<file path="src/rtl/frame_level_ctrl.sv">
// Frame-synchronous level/peak scheduler for the VU-meter renderer (peak hold built with FRAME_LEVEL_PEAK_HOLD_EN).
// Latency: v_sync edge in cycle N -> LATCH N+1 -> UPDATE N+2 (frame_tick) -> new level/peak visible N+3.
// Backpressure: sample_ready drops for the LATCH and UPDATE cycles only; upstream holds or drops samples then.
module frame_level_ctrl #(
    parameter int SAMPLE_W     = 8,
    parameter int DECAY_FRAMES = 4,
    parameter int DECAY_STEP   = 2,
    parameter int HOLD_FRAMES  = 30,
    parameter bit V_POL        = 1'b0
) (
    input  logic                pixel_clock,
    input  logic                reset_n,
    input  logic                v_sync,
    input  logic                sample_valid,
    input  logic [SAMPLE_W-1:0] sample,
    output logic                sample_ready,
    output logic [SAMPLE_W-1:0] level,
    output logic [SAMPLE_W-1:0] peak,
    output logic                frame_tick
);

    localparam int DECAY_W = $clog2(DECAY_FRAMES + 1);
    localparam logic [DECAY_W-1:0]  DECAY_LAST = DECAY_W'(DECAY_FRAMES - 1);
    localparam logic [SAMPLE_W-1:0] STEP       = SAMPLE_W'(DECAY_STEP);

    typedef enum logic [1:0] {
        ACCUM  = 2'd0,
        LATCH  = 2'd1,
        UPDATE = 2'd2
    } state_t;

    state_t                state_q, state_d;
    logic                  v_sync_q;
    logic [SAMPLE_W-1:0]   frame_max_q, frame_max_d;
    logic [SAMPLE_W-1:0]   cand_q, cand_d;
    logic [SAMPLE_W-1:0]   level_q, level_d;
    logic [DECAY_W-1:0]    decay_q, decay_d;
    logic [SAMPLE_W-1:0]   lvl_dec;
    logic                  sync_edge;
    logic                  accept;

`ifdef FRAME_LEVEL_PEAK_HOLD_EN
    localparam int HOLD_W = $clog2(HOLD_FRAMES + 1);
    logic [HOLD_W-1:0]     hold_q, hold_d;
    logic [SAMPLE_W-1:0]   peak_q, peak_d;
    logic [SAMPLE_W-1:0]   peak_dec;

    assign peak_dec = peak_q - SAMPLE_W'(1);
`endif

    assign sync_edge    = (v_sync == V_POL) && (v_sync_q != V_POL);
    assign sample_ready = (state_q == ACCUM);
    assign accept       = sample_valid && sample_ready;
    assign frame_tick   = (state_q == UPDATE);
    assign lvl_dec      = (level_q >= STEP) ? (level_q - STEP) : '0;
    assign level        = level_q;

    always_comb begin
        state_d     = state_q;
        frame_max_d = frame_max_q;
        cand_d      = cand_q;
        level_d     = level_q;
        decay_d     = decay_q;
`ifdef FRAME_LEVEL_PEAK_HOLD_EN
        peak_d      = peak_q;
        hold_d      = hold_q;
`endif
        case (state_q)
            ACCUM: begin
                // A sample landing in the edge cycle still belongs to the ending frame.
                if (accept && (sample > frame_max_q)) begin
                    frame_max_d = sample;
                end
                if (sync_edge) begin
                    state_d = LATCH;
                end
            end
            LATCH: begin
                cand_d      = frame_max_q;
                frame_max_d = '0;
                state_d     = UPDATE;
            end
            UPDATE: begin
                if (cand_q >= level_q) begin
                    level_d = cand_q;
                    decay_d = '0;
                end else if (decay_q == DECAY_LAST) begin
                    level_d = (lvl_dec > cand_q) ? lvl_dec : cand_q;
                    decay_d = '0;
                end else begin
                    decay_d = decay_q + DECAY_W'(1);
                end
`ifdef FRAME_LEVEL_PEAK_HOLD_EN
                // Falling peak is floored at the freshly computed level to keep peak >= level.
                if (cand_q >= peak_q) begin
                    peak_d = cand_q;
                    hold_d = HOLD_W'(HOLD_FRAMES);
                end else if (hold_q != '0) begin
                    hold_d = hold_q - HOLD_W'(1);
                end else begin
                    peak_d = (peak_dec > level_d) ? peak_dec : level_d;
                end
`endif
                state_d = ACCUM;
            end
            default: state_d = ACCUM;
        endcase
    end

    always_ff @(posedge pixel_clock or negedge reset_n) begin
        if (!reset_n) begin
            state_q     <= ACCUM;
            v_sync_q    <= !V_POL;
            frame_max_q <= '0;
            cand_q      <= '0;
            level_q     <= '0;
            decay_q     <= '0;
        end else begin
            state_q     <= state_d;
            v_sync_q    <= v_sync;
            frame_max_q <= frame_max_d;
            cand_q      <= cand_d;
            level_q     <= level_d;
            decay_q     <= decay_d;
        end
    end

`ifdef FRAME_LEVEL_PEAK_HOLD_EN
    always_ff @(posedge pixel_clock or negedge reset_n) begin
        if (!reset_n) begin
            peak_q <= '0;
            hold_q <= '0;
        end else begin
            peak_q <= peak_d;
            hold_q <= hold_d;
        end
    end

    assign peak = peak_q;
`else
    assign peak = level_q;
`endif

endmodule
</file>
<file path="config.mk">
export PLATFORM = sky130hd
export DESIGN_NAME = frame_level_ctrl
export DESIGN_NICKNAME = d
export VERILOG_FILES = /design/src/rtl/frame_level_ctrl.sv
export SDC_FILE = /design/constraint.sdc
export NUM_CORES = 1
export LEC_CHECK = 0
export CAP_MARGIN = 40
export CORE_ASPECT_RATIO = 0.9
export CORE_UTILIZATION = 40
export DETAILED_ROUTE_END_ITERATION = 12
export SETUP_SLACK_MARGIN = 0.3
export SLEW_MARGIN = 20
export SYNTH_ARGS = -nofsm -noshare
export SYNTH_HDL_FRONTEND = slang
export SYNTH_SLANG_ARGS = --single-unit
</file>
<file path="constraint.sdc">
create_clock -name pixel_clock -period 3.2 [get_ports pixel_clock]
set_input_delay 0.64 -clock pixel_clock [delete_from_list [all_inputs] [get_ports pixel_clock]]
set_output_delay 0.64 -clock pixel_clock [all_outputs]
set_load 0.01 [all_outputs]
</file>
==> results of run 1 <==
-- layout by cell type (no fill, tap or decap), types with 7 or more instances in the layout --
cell and instances:
dfrtp_1 27, mux2_2 7, ha_1 23, nor2_1 14
o21ai_0 17, buf_4 17, a21oi_1 7, clkdlybuf4s50_1 29
nand2_1 15, inv_1 24
-- metal layers --
metal,vias up,wire length [um],GRT usage [%]
met3,9,160,4.05
met1,765,2210,23.9
met5,-,0,0
met2,44,1800,26.4
met4,0,88,8.85
li1,855,-,-
-- tightest hold or removal path, cell delays in order, from the launching register on --
cell,delay [ns]
dfrtp_1,0.34
nand2_1,0.05
o21ai_0,0.06
-- worst min-delay path by stage --
stage / to / depth (start not counted)
finish: cand_q[4] / 2
global route: state_q[0] / 1
CTS: state_q[0] / 1
detailed placement: cand_q[3] / 2
global placement: cand_q[2] / 2
floorplan: cand_q[0] / 0
-- area by class of cell --
cell class	count	area, um2
sequential	30	754
timing repair buffer	50	457
clock inverter	2	10.0
inverter	26	97.6
fill	466	2250
multi-input combinational	151	1200
tap	65	81.3
clock buffer	6	72.6
-- flip-flops by register name (all words and copies together) (netlist names) --
register / cells
cand_q: 8
decay_q: 3
frame_max_q: 8
level: 8
state_q: 2
v_sync_q: 1
-- power by group through the flow --
stage | logic (mW) | clock network, mW | registers (mW)
after floorplan | 1.21 | 0 | 0.674
after global placement | 1.71 | 0 | 0.661
after detailed placement | 1.72 | 0 | 0.664
after CTS | 1.98 | 0.311 | 0.656
after global routing | 2.35 | 0.334 | 0.675
final | 2.11 | 0.303 | 0.655
-- kinds of logic after synthesis --
group | count (synthesis)
fa+ha+maj | 26
mux | 10
flops | 30
buf+inv | 39
compound gates | 52
xor+xnor | 1
simple gates | 62
-- timing repair --
action	in CTS	in global routing
pin swaps	3	2
resized for setup	12	9
setup endpoints to repair	8	8
cloned	1	1
setup buffers	8	1
==> results by group, run 1 <==
Outcome
  – Status: finished, final reports clean

Synthesis
  – Mapped cell area: 2080 um2
  – Synth Area in Compound Gates: between 10% and 20%
  – Post-synthesis sequential area ratio: a little over a third
  – Top cells by area, synth: dfrtp_1 (35%), ha_1 (16%), o21ai_0 (5.3%), inv_1 (4.7%), mux2_2 (3.8%)
  – Cell taking the most area after synthesis: dfrtp_1
  – Yosys warns: 0
  – Combinational family with the most area after synthesis: compound AO/OA/AOI/OAI gates
  – Top post-synthesis cells by count: dfrtp_1 (29), ha_1 (26), inv_1 (26), o21ai_0 (22), nand2_1 (16)
  – Synthesized area per cell: between 9 and 10 um2
  – Register bit total from synthesis: 30
  – Yosys top cell area share: 34.9%
  – Synth Instances: 220
  – Most used DFF post-synth: dfrtp_1
  – Post-synthesis adder-cell area fraction: between 10% and 20%
  – Post-synthesis xor/xnor area fraction: 0.421%
  – Number of synthesized flops with an enable pin: 0
  – Syn Nets: approximately 260
  – Post-synth ARST share: 100%
  – Post-synth cell types: 45
  – Top-count cell post-synth: dfrtp_1
  – Simple-gate share of the synthesized area: between 10% and 20%
  – Mux cell area share after synthesis: 5.24%

Clocking
  – Clock Sinks: 30
  – Hold-fix buffers, CTS: 0
  – CTS Buf Count: 5
  – Reg clk slew, reported paths: roughly 0.07 ns
  – # H-tree levels: 2
  – Root buf cell: clkbuf_8
  – Max Root-Sink Buffers: 2
  – Clock latency at the later pin of the worst-skew pair: 0.28 ns
  – CTS tree: done

Global route
  – Overflow after GRT: 0
  – First-pass GRT wire length: 7410 um
  – Vias in the first global route: 1602
  – GRT Overall Usage: 17.7%
  – Initial antenna violation count: 0
  – Largest net degree at the start of global routing: 31

STA
  – Tcrit/Tclk final: 90.6%
  – Hold WS: 0.481 ns
  – Worst-margin pin slew: around 0.47 ns
  – Final Slew Violations: 0
  – Slew margin rel.: 68.8%
  – Setup_tns: 0 ns
  – # setup viols final: 0
  – Clock Skew: 0.00452 ns
  – RSZ-0062 raised after global routing: yes
  – Tmin final: about 2.9 ns
  – Final worst slack: approximately 0.30 ns
  – Max Fclk: 0.345 GHz
  – Final hold vios: 0

Pwr
  – Share of power burned in registers: 21.4%
  – Sw Ratio: a little over two fifths
  – Internal power: between 1.5 and 2 mW
  – Net Switching: 1.32 mW
  – Comb pwr share: 68.8%
  – Clock network fraction of total power: around a tenth
  – Design Power: 3.07 mW
  – Pwr dens: 1150 nW/um2
  – Leakage: 1.20 nW
  – Max IR drop VDD: 0.000500 V

Critical path
  – Worst path depth: 13
  – CP startpoint kind: flop
  – Worst Path Arrival: 3.07 ns
  – CP Cell Sequence: inv_2, ha_4, nand2b_1, or3_1, or4_1, nand2_2, ha_4, a21oi_2, o21ai_1, o211ai_4, buf_6, o21ai_0, a221o_1
  – Reg2Reg Depth: 13
  – Max stage delay on crit path: 0.43 ns
  – Crit Path Class: reg2reg
  – Max Fanout on Critical Path: 5
  – Cell family with most CP delay: simple AND/OR/NAND/NOR gates
  – Slowest CP cell: dfrtp_2
  – Bufs and invs on worst path: 2
  – Worst setup endpoint: level[5]
  – CP dominant cell by count: ha_4
  – Crit end category: flop
  – Worst r2r src: level[1]
  – Reg-to-reg endpoint: level[5]
  – CP required: 3.37 ns
  – Reg2reg setup slack: around 0.3 ns
  – Crit path from: level[1]

Floorplanning
  – Cell Rows: 24
  – Die area: 5490 um2
  – Die W: slightly below 80 um
  – Core Footprint: 4920 um2
  – Initial core utilization: 42.2%
  – Die height: 70.4 um
  – Ports: 30

Detailed routing
  – Final antenna-violating net count: 0
  – Iteration count of the initial detailed-routing pass: 4
  – Via/cell ratio: 5.07
  – DR iter-0 viols: 65
  – DR WL/cell: 12.9 um
  – Remaining DRCs: 0
  – Final WL: 4250 um
  – Via count: 1673

Place
  – Placed Instances: 311
  – Placer Congestion: 0.805
  – Pre-CTS setup slack: -0.0380 ns
  – Port bufs: 29
  – DP HPWL: 3030 um
  – Area post-placement: between 2000 and 2500 um2

Finish
  – Ant diodes: 0
  – Core Util, Final: between 50% and 60%
  – Share of layout cells above drive strength 1: a little over 20%
  – Post-Layout Cell Count: 330
  – Nets: between 300 and 400
  – Post-route cell area: 2670 um2
  – Area grow syn2layout: 28.6%

Min path
  – Hold path start: frame_max_q[4]
  – Tightest Hold Check Type: reg2reg

Job
  – Max cap viols: 0
Note: power is estimated with default switching activity, not from simulation.
==> inputs of run 2 (changes only) <==
RECOVER_POWER = 100   (was default)
clock period = 2.82 ns   (was 3.2 ns; I/O delays follow)
==> run 2 against run 1 <==
  * The flow now finishes with violations (capacitance limit, slew limit, setup timing)
  * Global-route usage is 0.53 points higher
  * Core utilization is 4.1 points higher
  * Routed wire length is 10% higher
==> results by group, run 2 (synthesized netlist as in run 1, its figures left out) <==
Critical path
  – Max stage delay on crit path: 0.56 ns (+0.13 ns)
  – Reg2Reg Depth: 12 (-1)
  – Reg-to-reg endpoint: level[5]
  – Reg2reg setup slack: -0.16 ns (-0.46 ns)
  – CP Cell Sequence: or4_4, nor4_4, nor2_2, ha_1, nor2b_4, o211ai_1, a21oi_2, buf_4, o211ai_4, buf_6, nor4_1, a221o_1
  – Crit Path Class: reg2reg
  – Max Fanout on Critical Path: 6 (+1)
  – CP startpoint kind: flop
  – CP required: 3.00 ns (-0.37 ns)
  – Worst r2r src: level[2]
  – Slowest CP cell: or4_4
  – Crit path from: level[2]
  – Crit end category: flop
  – Worst Path Arrival: 3.16 ns (+0.09 ns)

Global route
  – Overflow after GRT: 0 (unchanged)
  – GRT Overall Usage: 18.2% (+0.53 points)
  – Met1 usage: 23.7% (-0.21 points)
  – GR Util met2: 30.0% (+3.6 points)
  – Vias in the first global route: 1734 (+8.2%)
  – Initial antenna violation count: 0 (unchanged)
  – First-pass GRT wire length: 7810 um (+5.4%)
  – GRT busiest layer: met2
  – Met3 usage in global routing: 4.31% (+0.26 points)
  – Largest net degree at the start of global routing: 31 (unchanged)

Clocking
  – CTS Buf Count: 5 (unchanged)
  – Clock Sinks: 30 (unchanged)
  – Max Root-Sink Buffers: 2 (unchanged)
  – Reg clk slew, reported paths: 0.07 ns (about the same)
  – # H-tree levels: 2 (unchanged)
  – Clock latency at the later pin of the worst-skew pair: 0.29 ns (about the same)
  – CTS tree: done
  – Root buf cell: clkbuf_8
  – Hold-fix buffers, CTS: 0 (unchanged)

Finish
  – Ant diodes: 0 (unchanged)
  – Area grow syn2layout: 38.4%
  – Core Util, Final: 58.4% (+4.1 points)
  – Commonest non-fill, non-tap cell in the layout: buf_4
  – Nets: 318 (+5.3%)
  – Commonest non-fill, non-tap cells in the layout: buf_4 (29), dfrtp_1 (27), clkdlybuf4s50_1 (27)
  – Share of layout cells above drive strength 1: 29.9% (+9.1 points)

Pwr
  – Pwr dens: 1420 nW/um2 (+24%)
  – Max IR drop VDD: 0.000553 V (+10%)
  – Leakage: 1.28 nW (+6.9%)
  – Design Power: 4.08 mW (+33%)

STA
  – Final Slew Violations: 31 (+31)
  – Slew margin rel.: -7.09% (-76 points)
  – Final worst slack: -0.161 ns (-0.462 ns)
  – RSZ-0062 raised after global routing: yes
  – Clock Skew: 0.00716 ns (+0.00264 ns)
  – Tcrit/Tclk final: 106% (+15 points)
  – Max Fclk: 0.335 GHz (-2.7%)
  – Setup_tns: -0.912 ns (-0.912 ns)
  – Tmin final: 2.98 ns (+0.0815 ns)
  – # setup viols final: 8 (+8)
  – Worst-margin pin slew: 1.61 ns (+1.14 ns)
  – Final hold vios: 0 (unchanged)

Outcome
  – Failing checks: capacitance limit, slew limit, setup timing
  – Status: finished, violations left

Min path
  – Tightest Hold Check Type: reg2reg
  – Hold path start: frame_max_q[2]
  – Hold depth: 2 (unchanged)
  – Worst Hold End: cand_q[2]

Detailed routing
  – Via count: 1757 (+5.0%)
  – Remaining DRCs: 0 (unchanged)
  – DR iter-0 viols: 74 (+14%)
  – Via/cell ratio: 5.08 (+0.16%)
  – Iteration count of the initial detailed-routing pass: 4 (unchanged)
  – Final antenna-violating net count: 0 (unchanged)
  – DR WL/cell: 13.5 um (+5.1%)
  – Final WL: 4690 um (+10%)

Floorplanning
  – Initial core utilization: 42.2% (unchanged)
  – Ports: 30 (unchanged)
  – Die area: 5490 um2 (unchanged)
  – Core Footprint: 4920 um2 (unchanged)
  – Cell Rows: 24 (unchanged)
  – Die height: 70.4 um (unchanged)
  – Die W: 78.0 um (unchanged)

Place
  – Placer Congestion: 0.759 (-5.7%)
  – DP HPWL: 3200 um (+5.6%)
  – Port bufs: 29 (unchanged)

Job
  – Max cap viols: 1 (+1)
## run 2: cell types whose count changed in the layout (fill, tap and decap cells not counted), sizes merged
cell,delta
clkinvlp,+1
dlygate4sd3,+2
clkbuf,+1
clkdlybuf4s50,-2
buf,+13
o211ai,+1
## run 2: through the flow
stage                     hold WS (ns)  std cells  cell area, um2  setup slack [ns]
final                            0.479        346            2880            -0.161
after global routing             0.494        346            2880            -0.309
after CTS                        0.473        343            2760           -0.0674
after detailed placement         0.463        323            2530            -0.310
after global placement           0.457        323            2530            -0.277
after floorplan                  0.268        220            2080            -0.102
## run 2: how the worst max path moves through the flow
stage	cells past startpoint	to
final	12	level[5]
after global routing	12	level[2]
after CTS	14	level[5]
after detailed placement	13	level[2]
after global placement	13	level[2]
after floorplan	11	level[0]
## run 2: report_power, final
group | internal [mW] | switching (mW) | total (mW)
sequential | 0.598 | 0.151 | 0.750
clock | 0.173 | 0.184 | 0.357
combinational | 1.58 | 1.39 | 2.97
total | 2.35 | 1.73 | 4.08
## run 2: repair_timing
item | in CTS | in global routing
pin swaps | 6 | 7
buffers inserted | 11 | 3
gates cloned | 1 | 0
setup endpoints to repair | 8 | 8
resized for setup | 14 | 25
## run 2: area by class of cell
type | instances | area [um2]
multi-input combinational | 152 | 1280
inverter | 26 | 97.6
fill | 455 | 2050
sequential | 30 | 754
tap | 65 | 81.3
clock inverter | 3 | 21.3
clock buffer | 5 | 68.8
timing repair buffer | 65 | 572
## run 2: critical path: cells and delay by family, from the launching register on
kind	cells	cell delay [ns]
fa+ha+maj	1	0.31
simple gates	5	1.05
buf+inv	2	0.28
flops	1	0.41
compound gates	4	0.82
## run 2: per-layer routing
metal	vias up	part of all wire, %
li1	893	-
met1	820	47
met2	39	48
met3	5	3.6
met4	0	1.0
met5	-	0
